## src/rtl/mano_pkg.sv

```systemverilog
// +----------------------------------------------------------------------+
// | mano_pkg : shared codes for the basic-computer control unit          |
// | Bus selects, AC/E operations, opcodes and register-reference bits.   |
// | Rev 1.0                                                              |
// +----------------------------------------------------------------------+
`default_nettype none

package mano_pkg;

    typedef enum logic [2:0] {
        BUS_NONE = 3'd0,
        BUS_AR   = 3'd1,
        BUS_PC   = 3'd2,
        BUS_DR   = 3'd3,
        BUS_AC   = 3'd4,
        BUS_IR   = 3'd5,
        BUS_MEM  = 3'd7
    } bus_sel_e;

    typedef enum logic [3:0] {
        AC_NONE = 4'd0,
        AC_AND  = 4'd1,
        AC_ADD  = 4'd2,
        AC_LDDR = 4'd3,
        AC_CLR  = 4'd4,
        AC_CMA  = 4'd5,
        AC_CIR  = 4'd6,
        AC_CIL  = 4'd7,
        AC_INC  = 4'd8,
        AC_INPR = 4'd9
    } ac_op_e;

    typedef enum logic [1:0] {
        E_NONE = 2'd0,
        E_CLR  = 2'd1,
        E_CMA  = 2'd2
    } e_op_e;

    localparam logic [2:0] OP_AND    = 3'd0;
    localparam logic [2:0] OP_ADD    = 3'd1;
    localparam logic [2:0] OP_LDA    = 3'd2;
    localparam logic [2:0] OP_STA    = 3'd3;
    localparam logic [2:0] OP_BUN    = 3'd4;
    localparam logic [2:0] OP_BSA    = 3'd5;
    localparam logic [2:0] OP_ISZ    = 3'd6;
    localparam logic [2:0] OP_REG_IO = 3'd7;

    localparam int B_CLA = 11;
    localparam int B_CLE = 10;
    localparam int B_CMA = 9;
    localparam int B_CME = 8;
    localparam int B_CIR = 7;
    localparam int B_CIL = 6;
    localparam int B_INC = 5;
    localparam int B_SPA = 4;
    localparam int B_SNA = 3;
    localparam int B_SZA = 2;
    localparam int B_SZE = 1;
    localparam int B_HLT = 0;
    localparam int B_INP = 11;
    localparam int B_OUT = 10;
    localparam int B_SKI = 9;
    localparam int B_SKO = 8;

    // Only one AC operation can be issued per cycle; earlier bits dominate.
    function automatic ac_op_e reg_ac_op(input logic [11:0] f);
        if (f[B_CLA])      return AC_CLR;
        else if (f[B_CMA]) return AC_CMA;
        else if (f[B_CIR]) return AC_CIR;
        else if (f[B_CIL]) return AC_CIL;
        else if (f[B_INC]) return AC_INC;
        return AC_NONE;
    endfunction

endpackage

`default_nettype wire

```

## src/rtl/mano_ctrl_unit_if.sv

```systemverilog
// +----------------------------------------------------------------------+
// | mano_ctrl_unit_if : control unit <-> datapath signal bundle          |
// | FGI/FGO exist only when MANO_IO_EN is defined.                       |
// | Rev 1.0                                                              |
// +----------------------------------------------------------------------+
`default_nettype none

interface mano_ctrl_unit_if #(
    parameter int SC_W = 3
);
    logic            START;
    logic [15:0]     IN_IR;
    logic            AC_MSB;
    logic            AC_ZERO;
    logic            E_IN;
    logic            DR_ZERO;
`ifdef MANO_IO_EN
    logic            FGI;
    logic            FGO;
`endif
    logic [SC_W-1:0] t;
    logic            RUN;
    logic            I_FF;
    logic [2:0]      BUS_SEL;
    logic            MEM_RD;
    logic            MEM_WR;
    logic            LD_AR;
    logic            INC_AR;
    logic            LD_PC;
    logic            INC_PC;
    logic            LD_DR;
    logic            INC_DR;
    logic            LD_IR;
    logic [3:0]      AC_OP;
    logic [1:0]      E_OP;
    logic            OUT_LD;

`ifdef MANO_IO_EN
    modport master (
        input  START, IN_IR, AC_MSB, AC_ZERO, E_IN, DR_ZERO, FGI, FGO,
        output t, RUN, I_FF, BUS_SEL, MEM_RD, MEM_WR, LD_AR, INC_AR, LD_PC,
               INC_PC, LD_DR, INC_DR, LD_IR, AC_OP, E_OP, OUT_LD
    );
    modport slave (
        output START, IN_IR, AC_MSB, AC_ZERO, E_IN, DR_ZERO, FGI, FGO,
        input  t, RUN, I_FF, BUS_SEL, MEM_RD, MEM_WR, LD_AR, INC_AR, LD_PC,
               INC_PC, LD_DR, INC_DR, LD_IR, AC_OP, E_OP, OUT_LD
    );
`else
    modport master (
        input  START, IN_IR, AC_MSB, AC_ZERO, E_IN, DR_ZERO,
        output t, RUN, I_FF, BUS_SEL, MEM_RD, MEM_WR, LD_AR, INC_AR, LD_PC,
               INC_PC, LD_DR, INC_DR, LD_IR, AC_OP, E_OP, OUT_LD
    );
    modport slave (
        output START, IN_IR, AC_MSB, AC_ZERO, E_IN, DR_ZERO,
        input  t, RUN, I_FF, BUS_SEL, MEM_RD, MEM_WR, LD_AR, INC_AR, LD_PC,
               INC_PC, LD_DR, INC_DR, LD_IR, AC_OP, E_OP, OUT_LD
    );
`endif

endinterface

`default_nettype wire

```

## src/rtl/mano_seq_counter.sv

```systemverilog
// +----------------------------------------------------------------------+
// | mano_seq_counter : sequence counter with one-hot timing decode       |
// | Counts while run=1, clears on clr or when halted; wraps 7 -> 0.      |
// | Rev 1.0                                                              |
// +----------------------------------------------------------------------+
`default_nettype none

module mano_seq_counter #(
    parameter int SC_W = 3
) (
    input  wire logic                   clk,
    input  wire logic                   rst,
    input  wire logic                   run,
    input  wire logic                   clr,
    output logic [SC_W-1:0]             sc,
    output logic [(1<<SC_W)-1:0]        tdec
);

    always_ff @(posedge clk or posedge rst) begin
        if (rst) begin
            sc <= '0;
        end else if (!run || clr) begin
            sc <= '0;
        end else begin
            sc <= sc + 1'b1;
        end
    end

    assign tdec = {{((1<<SC_W)-1){1'b0}}, 1'b1} << sc;

endmodule

`default_nettype wire

```

## src/rtl/mano_ctrl_unit.sv

```systemverilog
// +----------------------------------------------------------------------+
// | mano_ctrl_unit : basic-computer control unit (SC, S and I flops)     |
// | Optional I/O instruction decode enabled by MANO_IO_EN.               |
// | Rev 1.0                                                              |
// +----------------------------------------------------------------------+
`default_nettype none

module mano_ctrl_unit
    import mano_pkg::*;
#(
    parameter int SC_W = 3,
    parameter int AW   = 12
) (
    input  wire logic          CLK,
    input  wire logic          RST,
    mano_ctrl_unit_if.master   ctl
);

    logic                   s_ff;
    logic                   i_ff;
    logic                   clr_sc;
    logic                   halt;
    logic [SC_W-1:0]        sc;
    logic [(1<<SC_W)-1:0]   tdec;
    logic [2:0]             opcode;
    logic [AW-1:0]          fld;

    assign opcode = ctl.IN_IR[14:12];
    assign fld    = ctl.IN_IR[AW-1:0];

    mano_seq_counter #(.SC_W(SC_W)) u_sc (
        .clk  (CLK),
        .rst  (RST),
        .run  (s_ff),
        .clr  (clr_sc),
        .sc   (sc),
        .tdec (tdec)
    );

    always_ff @(posedge CLK or posedge RST) begin
        if (RST) begin
            s_ff <= 1'b0;
            i_ff <= 1'b0;
        end else begin
            if (halt) begin
                s_ff <= 1'b0;
            end else if (ctl.START) begin
                s_ff <= 1'b1;
            end
            if (s_ff && tdec[2]) begin
                i_ff <= ctl.IN_IR[15];
            end
        end
    end

    always_comb begin
        ctl.BUS_SEL = BUS_NONE;
        ctl.MEM_RD  = 1'b0;
        ctl.MEM_WR  = 1'b0;
        ctl.LD_AR   = 1'b0;
        ctl.INC_AR  = 1'b0;
        ctl.LD_PC   = 1'b0;
        ctl.INC_PC  = 1'b0;
        ctl.LD_DR   = 1'b0;
        ctl.INC_DR  = 1'b0;
        ctl.LD_IR   = 1'b0;
        ctl.AC_OP   = AC_NONE;
        ctl.E_OP    = E_NONE;
        ctl.OUT_LD  = 1'b0;
        clr_sc      = 1'b0;
        halt        = 1'b0;
        if (s_ff) begin
            if (tdec[0]) begin
                ctl.BUS_SEL = BUS_PC;
                ctl.LD_AR   = 1'b1;
            end else if (tdec[1]) begin
                ctl.BUS_SEL = BUS_MEM;
                ctl.MEM_RD  = 1'b1;
                ctl.LD_IR   = 1'b1;
                ctl.INC_PC  = 1'b1;
            end else if (tdec[2]) begin
                ctl.BUS_SEL = BUS_IR;
                ctl.LD_AR   = 1'b1;
            end else if (tdec[3]) begin
                if (opcode != OP_REG_IO) begin
                    if (i_ff) begin
                        ctl.BUS_SEL = BUS_MEM;
                        ctl.MEM_RD  = 1'b1;
                        ctl.LD_AR   = 1'b1;
                    end
                end else begin
                    clr_sc = 1'b1;
                    if (!i_ff) begin
                        ctl.AC_OP  = reg_ac_op(fld);
                        ctl.E_OP   = fld[B_CLE] ? E_CLR : (fld[B_CME] ? E_CMA : E_NONE);
                        ctl.INC_PC = (fld[B_SPA] && !ctl.AC_MSB) || (fld[B_SNA] && ctl.AC_MSB)
                                  || (fld[B_SZA] && ctl.AC_ZERO) || (fld[B_SZE] && !ctl.E_IN);
                        halt       = fld[B_HLT];
                    end
`ifdef MANO_IO_EN
                    else begin
                        if (fld[B_INP]) ctl.AC_OP = AC_INPR;
                        ctl.OUT_LD = fld[B_OUT];
                        ctl.INC_PC = (fld[B_SKI] && ctl.FGI) || (fld[B_SKO] && ctl.FGO);
                    end
`endif
                end
            end else if (opcode != OP_REG_IO) begin
                // T4..T6 of memory-reference instructions; T7 falls through with no strobes
                case (opcode)
                    OP_AND, OP_ADD, OP_LDA: begin
                        if (tdec[4]) begin
                            ctl.BUS_SEL = BUS_MEM;
                            ctl.MEM_RD  = 1'b1;
                            ctl.LD_DR   = 1'b1;
                        end else if (tdec[5]) begin
                            ctl.AC_OP = (opcode == OP_AND) ? AC_AND :
                                        (opcode == OP_ADD) ? AC_ADD : AC_LDDR;
                            clr_sc    = 1'b1;
                        end
                    end
                    OP_STA: begin
                        if (tdec[4]) begin
                            ctl.BUS_SEL = BUS_AC;
                            ctl.MEM_WR  = 1'b1;
                            clr_sc      = 1'b1;
                        end
                    end
                    OP_BUN: begin
                        if (tdec[4]) begin
                            ctl.BUS_SEL = BUS_AR;
                            ctl.LD_PC   = 1'b1;
                            clr_sc      = 1'b1;
                        end
                    end
                    OP_BSA: begin
                        if (tdec[4]) begin
                            ctl.BUS_SEL = BUS_PC;
                            ctl.MEM_WR  = 1'b1;
                            ctl.INC_AR  = 1'b1;
                        end else if (tdec[5]) begin
                            ctl.BUS_SEL = BUS_AR;
                            ctl.LD_PC   = 1'b1;
                            clr_sc      = 1'b1;
                        end
                    end
                    OP_ISZ: begin
                        if (tdec[4]) begin
                            ctl.BUS_SEL = BUS_MEM;
                            ctl.MEM_RD  = 1'b1;
                            ctl.LD_DR   = 1'b1;
                        end else if (tdec[5]) begin
                            ctl.INC_DR  = 1'b1;
                        end else if (tdec[6]) begin
                            ctl.BUS_SEL = BUS_DR;
                            ctl.MEM_WR  = 1'b1;
                            ctl.INC_PC  = ctl.DR_ZERO;
                            clr_sc      = 1'b1;
                        end
                    end
                    default: ;
                endcase
            end
        end
    end

    assign ctl.t    = sc;
    assign ctl.RUN  = s_ff;
    assign ctl.I_FF = i_ff;

endmodule

`default_nettype wire
```

## src/flat_wrapper.sv

```systemverilog
// flat-port wrapper written by rule: the top's interface ports become plain ports
module mano_ctrl_unit_flat import mano_pkg::*;
#(
    parameter int SC_W = 3,
    parameter int AW   = 12
)
  (CLK, RST, ctl_START, ctl_IN_IR, ctl_AC_MSB, ctl_AC_ZERO, ctl_E_IN, ctl_DR_ZERO, ctl_t, ctl_RUN, ctl_I_FF, ctl_BUS_SEL, ctl_MEM_RD, ctl_MEM_WR, ctl_LD_AR, ctl_INC_AR, ctl_LD_PC, ctl_INC_PC, ctl_LD_DR, ctl_INC_DR, ctl_LD_IR, ctl_AC_OP, ctl_E_OP, ctl_OUT_LD);
  mano_ctrl_unit_if #(.SC_W(SC_W)) ctl_i ();
  input  wire logic CLK;
  input  wire logic RST;
  input wire logic [$bits(ctl_i.START)-1:0] ctl_START;
  input wire logic [$bits(ctl_i.IN_IR)-1:0] ctl_IN_IR;
  input wire logic [$bits(ctl_i.AC_MSB)-1:0] ctl_AC_MSB;
  input wire logic [$bits(ctl_i.AC_ZERO)-1:0] ctl_AC_ZERO;
  input wire logic [$bits(ctl_i.E_IN)-1:0] ctl_E_IN;
  input wire logic [$bits(ctl_i.DR_ZERO)-1:0] ctl_DR_ZERO;
  output wire logic [$bits(ctl_i.t)-1:0] ctl_t;
  output wire logic [$bits(ctl_i.RUN)-1:0] ctl_RUN;
  output wire logic [$bits(ctl_i.I_FF)-1:0] ctl_I_FF;
  output wire logic [$bits(ctl_i.BUS_SEL)-1:0] ctl_BUS_SEL;
  output wire logic [$bits(ctl_i.MEM_RD)-1:0] ctl_MEM_RD;
  output wire logic [$bits(ctl_i.MEM_WR)-1:0] ctl_MEM_WR;
  output wire logic [$bits(ctl_i.LD_AR)-1:0] ctl_LD_AR;
  output wire logic [$bits(ctl_i.INC_AR)-1:0] ctl_INC_AR;
  output wire logic [$bits(ctl_i.LD_PC)-1:0] ctl_LD_PC;
  output wire logic [$bits(ctl_i.INC_PC)-1:0] ctl_INC_PC;
  output wire logic [$bits(ctl_i.LD_DR)-1:0] ctl_LD_DR;
  output wire logic [$bits(ctl_i.INC_DR)-1:0] ctl_INC_DR;
  output wire logic [$bits(ctl_i.LD_IR)-1:0] ctl_LD_IR;
  output wire logic [$bits(ctl_i.AC_OP)-1:0] ctl_AC_OP;
  output wire logic [$bits(ctl_i.E_OP)-1:0] ctl_E_OP;
  output wire logic [$bits(ctl_i.OUT_LD)-1:0] ctl_OUT_LD;
  assign ctl_i.START = ctl_START;
  assign ctl_i.IN_IR = ctl_IN_IR;
  assign ctl_i.AC_MSB = ctl_AC_MSB;
  assign ctl_i.AC_ZERO = ctl_AC_ZERO;
  assign ctl_i.E_IN = ctl_E_IN;
  assign ctl_i.DR_ZERO = ctl_DR_ZERO;
  assign ctl_t = ctl_i.t;
  assign ctl_RUN = ctl_i.RUN;
  assign ctl_I_FF = ctl_i.I_FF;
  assign ctl_BUS_SEL = ctl_i.BUS_SEL;
  assign ctl_MEM_RD = ctl_i.MEM_RD;
  assign ctl_MEM_WR = ctl_i.MEM_WR;
  assign ctl_LD_AR = ctl_i.LD_AR;
  assign ctl_INC_AR = ctl_i.INC_AR;
  assign ctl_LD_PC = ctl_i.LD_PC;
  assign ctl_INC_PC = ctl_i.INC_PC;
  assign ctl_LD_DR = ctl_i.LD_DR;
  assign ctl_INC_DR = ctl_i.INC_DR;
  assign ctl_LD_IR = ctl_i.LD_IR;
  assign ctl_AC_OP = ctl_i.AC_OP;
  assign ctl_E_OP = ctl_i.E_OP;
  assign ctl_OUT_LD = ctl_i.OUT_LD;
  mano_ctrl_unit #(.SC_W(SC_W), .AW(AW)) u_core (.CLK(CLK), .RST(RST), .ctl(ctl_i));
endmodule
```

## config.mk

```make
export PLATFORM = sky130hd
export DESIGN_NAME = mano_ctrl_unit_flat
export DESIGN_NICKNAME = d
export VERILOG_FILES = /design/src/rtl/mano_pkg.sv /design/src/rtl/mano_ctrl_unit_if.sv /design/src/rtl/mano_seq_counter.sv /design/src/rtl/mano_ctrl_unit.sv /design/src/flat_wrapper.sv
export SDC_FILE = /design/constraint.sdc
export NUM_CORES = 1
export LEC_CHECK = 0
export CORE_MARGIN = 3
export CORE_UTILIZATION = 41
export DETAILED_ROUTE_END_ITERATION = 10
export PLACE_DENSITY = 0.85
export SYNTH_ARGS = -nofsm -noshare
export SYNTH_HDL_FRONTEND = slang
export SYNTH_SLANG_ARGS = --single-unit
```

## constraint.sdc

```tcl
create_clock -name CLK -period 3.8 [get_ports CLK]
set_input_delay 0.76 -clock CLK [delete_from_list [all_inputs] [get_ports CLK]]
set_output_delay 0.76 -clock CLK [all_outputs]
set_load 0.02 [all_outputs]
```

# After elaboration in Yosys (flattened, before gate mapping)
# Cells that the tools add are included.
# totals
in_bits	23
reg_bits	5
wordCells	174
out_inout_bits	24
# classes
n_eq_ne	7
shift	1
mux	143
n_reduce_logical	19
addsub	1
# op_table
operator	count
$mux 1	97
$mux 4	18
$mux 3	14
$mux 2	10
$pmux 3 s5	1
$eq 3x3->1 const B	3
$reduce_or 4->1	2
$shl 1x3->7 const A	1
$eq 3x2->1 const B	2
$logic_and 1x1->1	5
$logic_or 1x1->1	4
$pmux 1 s2	2
$reduce_or 2->1	2
$add 3x1->3 const B	1
$eq 3x1->1 const B	1
$logic_not 1->1	3
$logic_not 3->1	1
$ne 3x3->1 const B	1
$pmux 1 s3	1
$reduce_or 3->1	1
$reduce_bool 2->1	1

# Logic depth before layout (Yosys ltp)
# Gate-level depths: netlist (run 1).
# depth
ltp_word	20
mapped_depth	8
depth_no_buf	6

# Hierarchy
# Synthesis (run 1) repeated with hierarchy kept, for this count alone.
# unflattened
cells_unflattened	122
hier_area_um2	857.1
# by_module_without_submodules
module	instances	cells_per_inst	area_each_um2	seq_area_each_um2
mano_ctrl_unit	1	100	630.6	50.0
mano_seq_counter	1	22	226.5	75.1

# Least setup slack after synthesis (run 1)
# No wires, ideal clock.
# synth_timing
path_kind	reg2out
start	register u_core.u_sc.sc[2]
end	output port ctl_AC_OP[1]
path_slack_ps	922
n_path_buf	1
arrival_time_ps	2118
required_time_ps	3040
path_stages_with_launch	8
cell_sequence	dfrtp_1 -> buf_2 -> inv_1 -> ha_1 -> nor2b_1 -> nand2_1 -> or3_1 -> o22ai_1
# synth_between
elab_chain_cells	10
# synth_lines
element	line	source
start: declaration	mano_seq_counter.sv:15	output logic [SC_W-1:0] sc,
start signal: assignment	mano_seq_counter.sv:25	sc <= sc + 1'b1;
$shl 1x3->7 *	mano_seq_counter.sv:29	assign tdec = {{((1<<SC_W)-1){1'b0}}, 1'b1} << sc;
$mux 4	mano_ctrl_unit.sv:116	end else if (tdec[5]) begin
$mux 4	mano_ctrl_unit.sv:112	if (tdec[4]) begin
$mux 4	mano_ctrl_unit.sv:110	case (opcode)
$mux 4	mano_ctrl_unit.sv:108	end else if (opcode != OP_REG_IO) begin
$mux 4	mano_ctrl_unit.sv:84	end else if (tdec[3]) begin
$mux 4	mano_ctrl_unit.sv:81	end else if (tdec[2]) begin
$mux 4	mano_ctrl_unit.sv:76	end else if (tdec[1]) begin
$mux 4 *	mano_ctrl_unit.sv:73	if (tdec[0]) begin
$mux 4 *	mano_ctrl_unit.sv:72	if (s_ff) begin
end: declaration	flat_wrapper.sv:30	output wire logic [$bits(ctl_i.AC_OP)-1:0] ctl_AC_OP;
# Mark *: on every way between the ends. The rest lies on a longest branch, timed or not.

# Worst setup path in the final report (run 1)
# layout_timing
start	input port ctl_IN_IR[13]
end	output port ctl_AC_OP[0]
# layout_between
elab_chain_cells	12
# layout_lines
element	line	source
start: declaration	flat_wrapper.sv:12	input wire logic [$bits(ctl_i.IN_IR)-1:0] ctl_IN_IR;
$eq 3x1->1	mano_ctrl_unit.sv:110, mano_ctrl_unit.sv:118	
$mux 1	mano_ctrl_unit.sv:118	(opcode == OP_ADD) ? AC_ADD : AC_LDDR;
$mux 4	mano_ctrl_unit.sv:117	ctl.AC_OP = (opcode == OP_AND) ? AC_AND :
$mux 4	mano_ctrl_unit.sv:116	
$mux 4	mano_ctrl_unit.sv:112	
$mux 4	mano_ctrl_unit.sv:110	
$mux 4	mano_ctrl_unit.sv:108	
$mux 4 *	mano_ctrl_unit.sv:84	
$mux 4 *	mano_ctrl_unit.sv:81	
$mux 4 *	mano_ctrl_unit.sv:76	
$mux 4 *	mano_ctrl_unit.sv:73	
$mux 4 *	mano_ctrl_unit.sv:72	
# Marks and branches as above.

==> results of run 1 <==
worst max-delay path, stage by stage:
cell and delay [ps]:
clkdlybuf4s50_1 580, nand4_1 220, or3_4 410, o32ai_2 250
clkdlybuf4s50_1 630
state kept, by name, indices dropped and copies added (netlist names):
signal / flops
u_core.ctl.RUN: 1
u_core.ctl.I_FF: 1
u_core.u_sc.sc: 3
layout make-up:
cell class / instances / area share (%)
tap: 25 / 2.32
inverter: 8 / 2.23
sequential: 5 / 9.29
clock buffer: 4 / 1.95
multi-input combinational: 95 / 46.9
timing repair buffer: 52 / 37.3
cells in the final DEF (no fill, tap or decap), types with 2 or more instances in the layout:
cell / Yosys / routed
a31oi_1: 3 / 3
nand2_1: 11 / 11
dfrtp_1: 5 / 5
nor2_1: 7 / 7
inv_1: 8 / 8
clkbuf_4: 0 / 3
clkdlybuf4s50_1: 0 / 45
nor4_1: 3 / 3
buf_4: 2 / 7
nand2b_1: 4 / 4
nand3_1: 4 / 4
nand4_1: 2 / 2
nor3_1: 6 / 6
a21oi_1: 5 / 5
o22ai_1: 2 / 2
nor2b_1: 3 / 3
mux2i_1: 3 / 3
or3_1: 3 / 3
o21ai_0: 7 / 7
ha_1: 5 / 5
a211oi_1: 2 / 2
and3_1: 2 / 2
how the worst max path moves through the flow:
stage | cells past startpoint | endpoint | startpoint | slack, ps
after floorplan | 7 | ctl_AC_OP[1] | u_core.u_sc.sc[2] | 920
after global placement | 5 | ctl_AC_OP[0] | ctl_IN_IR[13] | 230
after detailed placement | 5 | ctl_AC_OP[0] | ctl_IN_IR[13] | 200
after CTS | 5 | ctl_AC_OP[0] | ctl_IN_IR[14] | 200
after global routing | 5 | ctl_AC_OP[0] | ctl_IN_IR[12] | 90
final | 5 | ctl_AC_OP[0] | ctl_IN_IR[13] | 200
kinds of logic after synthesis:
family          Yosys count  share of synthesized area, %
compound gates           29                          24.1
flops                     5                          15.0
simple gates             55                          37.9
buf+inv                  16                          9.02
other cells               1                         0.451
mux                       4                          4.96
xor+xnor                  1                          1.05
fa+ha+maj                 5                          7.52
power by group:
part | internal, uW | total, uW | switching (uW) | leakage (uW)
logic | 329 | 719 | 391 | 0.000473
registers | 77.3 | 106 | 28.7 | 0.0000560
clock network | 39.7 | 61.8 | 22.1 | 0.0000150
per-layer routing:
| layer | track usage (%) | vias to the layer above | routed length (um) | part of all wire, % |
|---|---|---|---|---|
| met5 | 0 | - | 0 | 0 |
| met4 | 10.3 | 0 | 44 | 1.7 |
| met3 | 2.33 | 5 | 149 | 5.7 |
| met2 | 38.6 | 44 | 1310 | 50 |
| met1 | 26.1 | 484 | 1100 | 42 |
| li1 | - | 525 | - | - |
through the flow:
stage	area (um^2)	total power (uW)	setup slack [ps]
after floorplan	832	536	922
after global placement	1320	809	226
after detailed placement	1320	822	204
after CTS	1350	891	200
after global routing	1350	959	88.8
final	1350	887	195
==> metrics.csv, run 1 <==
metric;value;unit
Final min period;3600;ps
Synth-to-Final Area Change;62.0;%
reg2reg start;u_core.u_sc.sc[0];
Synth area leaders;dfrtp_1 (15%), ha_1 (7.5%), nand2_1 (5.0%), o21ai_0 (4.2%), mux2i_1 (3.6%);
syn nets;144;
Most used DFF post-synth;dfrtp_1;
worst-path fanout max;7;
All-Layer GR Usage;21.9;%
Slew Viols, Final;0;
1st-iter DRT viols;37;
min-delay src;u_core.u_sc.sc[0];
CTS max path bufs;2;
area leader, netlist;dfrtp_1;
gr ovfl total;0;
Syn Inst Count;116;
crit end category;output port;
final WL;2610;um
Seq/Total Area, Yosys;15.0;%
multi-input logic area;632;um^2
gpl congestion;0.824;
Synth cell types;45;
Sink Count;5;
first-pass GRT wire length;4400;um
Final setup viols;0;
Synth Register Bits;5;
Hold Worst Slack;537;ps
top cells by count, synth;nand2_1 (11), inv_1 (8), nor2_1 (7), o21ai_0 (7), nor3_1 (6);
maximum VDD drop;476;uV
Final Cycle Share;94.9;%
count leader, synth;nand2_1;
cts bufs inserted;3;
register area;125;um^2
synthesized cell area;832;um^2
setup TNS;0;ps
DRC;0;
remaining antenna violation count after routing;0;
Ports;47;
WP data required;3040;ps
unrepaired setup endpoints after global routing;no;
placed cells;185;
top-area cell type share of the netlist area;15.0;%
largest net degree at the start of global routing;13;
Yosys warning count;0;
final-layout fill cell count;163;
Worst EP arrival;2840;ps
DP HPWL;2170;um
CTS H-tree lvls;1;
initial antenna violation count;0;
status;finished, final reports clean;
cts-stage hold buffer count;0;
Clock transition at path regs;40;ps
Die Area;2610;um^2
vias in the first global route;1013;
Leakage;0.000544;uW
FF-to-FF path depth;7;
worst r2r dst;u_core.u_sc.sc[2];
share of layout cells above drive strength 1;10.4;%
HP Class;reg2reg;
row count;15;
fin nets;193;
Final Util;74.0;%
max_cap viols;0;
Post-synth EDFFs;0;
via count;1058;
die height;51.1;um
Post-CTS Resized;0;
Worst setup SP type;primary input;
Hold EP;u_core.u_sc.sc[0];
Hold Crit Depth;1;
fmax;0.277;GHz
Antenna Cells;0;
clk root buf;clkbuf_4;
endpoints failing hold;0;
CTS tree;yes;
latest clock arrival within the worst-skew pair;250;ps
Vias/cell;5.60;
core area;1820;um^2
DR WL/cell;13.8;um
ys async rst share;100;%
Non-Filler Instances;189;
Initial Util;45.7;%
WS Path Type;in2out;
Layout Skew;1.79;ps
Mapped Avg Cell Area;7.17;um^2
PwrDens;658;nW/um^2
setup bufs post-CTS;0;
I/O Buffers;45;
width of the chip;51.1;um
total iterations of the first detailed-routing run;4;
reg2reg setup slack;1850;ps
No activity file was read; power rests on OpenSTA's default activity.
==> inputs of run 2 (changes only) <==
Settings changed: GPL_TIMING_DRIVEN set to 0.
==> metrics.csv, run 2 (same netlist as run 1, synthesis figures left out) <==
metric;value;unit
DP HPWL;2190;um
max reg flops;3;
maximum VDD drop;610;uV
cts-stage hold buffer count;0;
setup bufs post-CTS;0;
max_cap viols;0;
Initial Util;45.7;%
final WL;2700;um
gr ovfl total;0;
cts bufs inserted;3;
HP Class;reg2reg;
PwrDens;658;nW/um^2
status;finished, final reports clean;
Final min period;3720;ps
unrepaired setup endpoints after global routing;no;
Layout Skew;2.37;ps
worst slack, placed;117;ps
remaining antenna violation count after routing;0;
most frequent cells in the layout;clkdlybuf4s50_1 (44), nand2_1 (11), inv_1 (8);
crit end category;output port;
die height;51.1;um
fin nets;193;
Worst EP arrival;2960;ps
total iterations of the first detailed-routing run;4;
WS Path Type;in2out;
initial antenna violation count;0;
Post-CTS Resized;0;
Hold Worst Slack;529;ps
gpl congestion;0.832;
worst-path fanout max;10;
DR WL/cell;14.3;um
Antenna Cells;0;
Ports;47;
Leakage;0.000543;uW
Top reg by flops;u_core.u_sc.sc;
Synth-to-Final Area Change;60.2;%
I/O Buffers;44;
All-Layer GR Usage;21.9;%
endpoints failing hold;0;
Vias/cell;5.55;
Final setup viols;0;
Die Area;2610;um^2
clk root buf;clkbuf_4;
share of layout cells above drive strength 1;11.6;%
fmax;0.269;GHz
via count;1049;
reg2reg setup slack;1890;ps
row count;15;
width of the chip;51.1;um
latest clock arrival within the worst-skew pair;240;ps
WP data required;3040;ps
commonest non-fill, non-tap cell in the layout;clkdlybuf4s50_1;
core area;1820;um^2
CTS tree;yes;
post-route setup slack;82.1;ps
Slew Viols, Final;0;
Worst setup SP type;primary input;
CTS H-tree lvls;1;
DRC;0;
Clock transition at path regs;40;ps
setup TNS;0;ps
largest net degree at the start of global routing;11;
Final Cycle Share;97.8;%
first-pass GRT wire length;4510;um
1st-iter DRT viols;38;
Sink Count;5;
CTS max path bufs;2;
vias in the first global route;973;
run 2: metal layers:
metal / up-vias / routed length (um) / GRT usage, % / part of all wire [%]
li1: 519 / - / - / -
met1: 482 / 1060 / 27.5 / 39
met2: 43 / 1430 / 38.8 / 53
met3: 5 / 180 / 2.04 / 6.7
met4: 0 / 24 / 6.73 / 0.89
met5: - / 0 / 0 / 0
run 2: worst paths after layout:
check                                  start                end  cells after the start
max                            ctl_IN_IR[13]     ctl_BUS_SEL[1]                      6
min                        u_core.u_sc.sc[0]  u_core.u_sc.sc[0]                      1
max in group asynchronous                RST  u_core.u_sc.sc[0]                      2
max reg2reg                u_core.u_sc.sc[0]  u_core.u_sc.sc[1]                      6
min in group asynchronous                RST  u_core.u_sc.sc[2]                      2
min reg2reg                u_core.u_sc.sc[0]  u_core.u_sc.sc[0]                      1
run 2: through the flow:
step / area [um^2] / total power, uW / std cells / utilization, %
after CTS: 1330 / 872 / 189 / 73.1
after global placement: 1300 / 797 / 185 / 71.6
final: 1330 / 877 / 189 / 73.2
after global routing: 1330 / 948 / 189 / 73.2
after detailed placement: 1300 / 806 / 185 / 71.6
after floorplan: 832 / 536 / 116 / -
run 2: cell type report:
| type | count | area, um^2 |
|---|---|---|
| sequential | 5 | 125 |
| buffer | 8 | 45.0 |
| inverter | 8 | 30.0 |
| tap | 25 | 31.3 |
| fill | 167 | 488 |
| multi-input combinational | 95 | 634 |
| clock buffer | 4 | 26.3 |
| timing repair buffer | 44 | 440 |
run 2: worst max-delay path: stages:
cell and delay (ps):
clkdlybuf4s50_1 590, buf_2 260, o21ai_0 110, or4_1 390, a31oi_1 210, clkdlybuf4s50_1 630
run 2: where the power goes:
part,internal (uW),switching (uW)
logic,316,391
registers,77.3,33.7
clock network,39.5,19.2
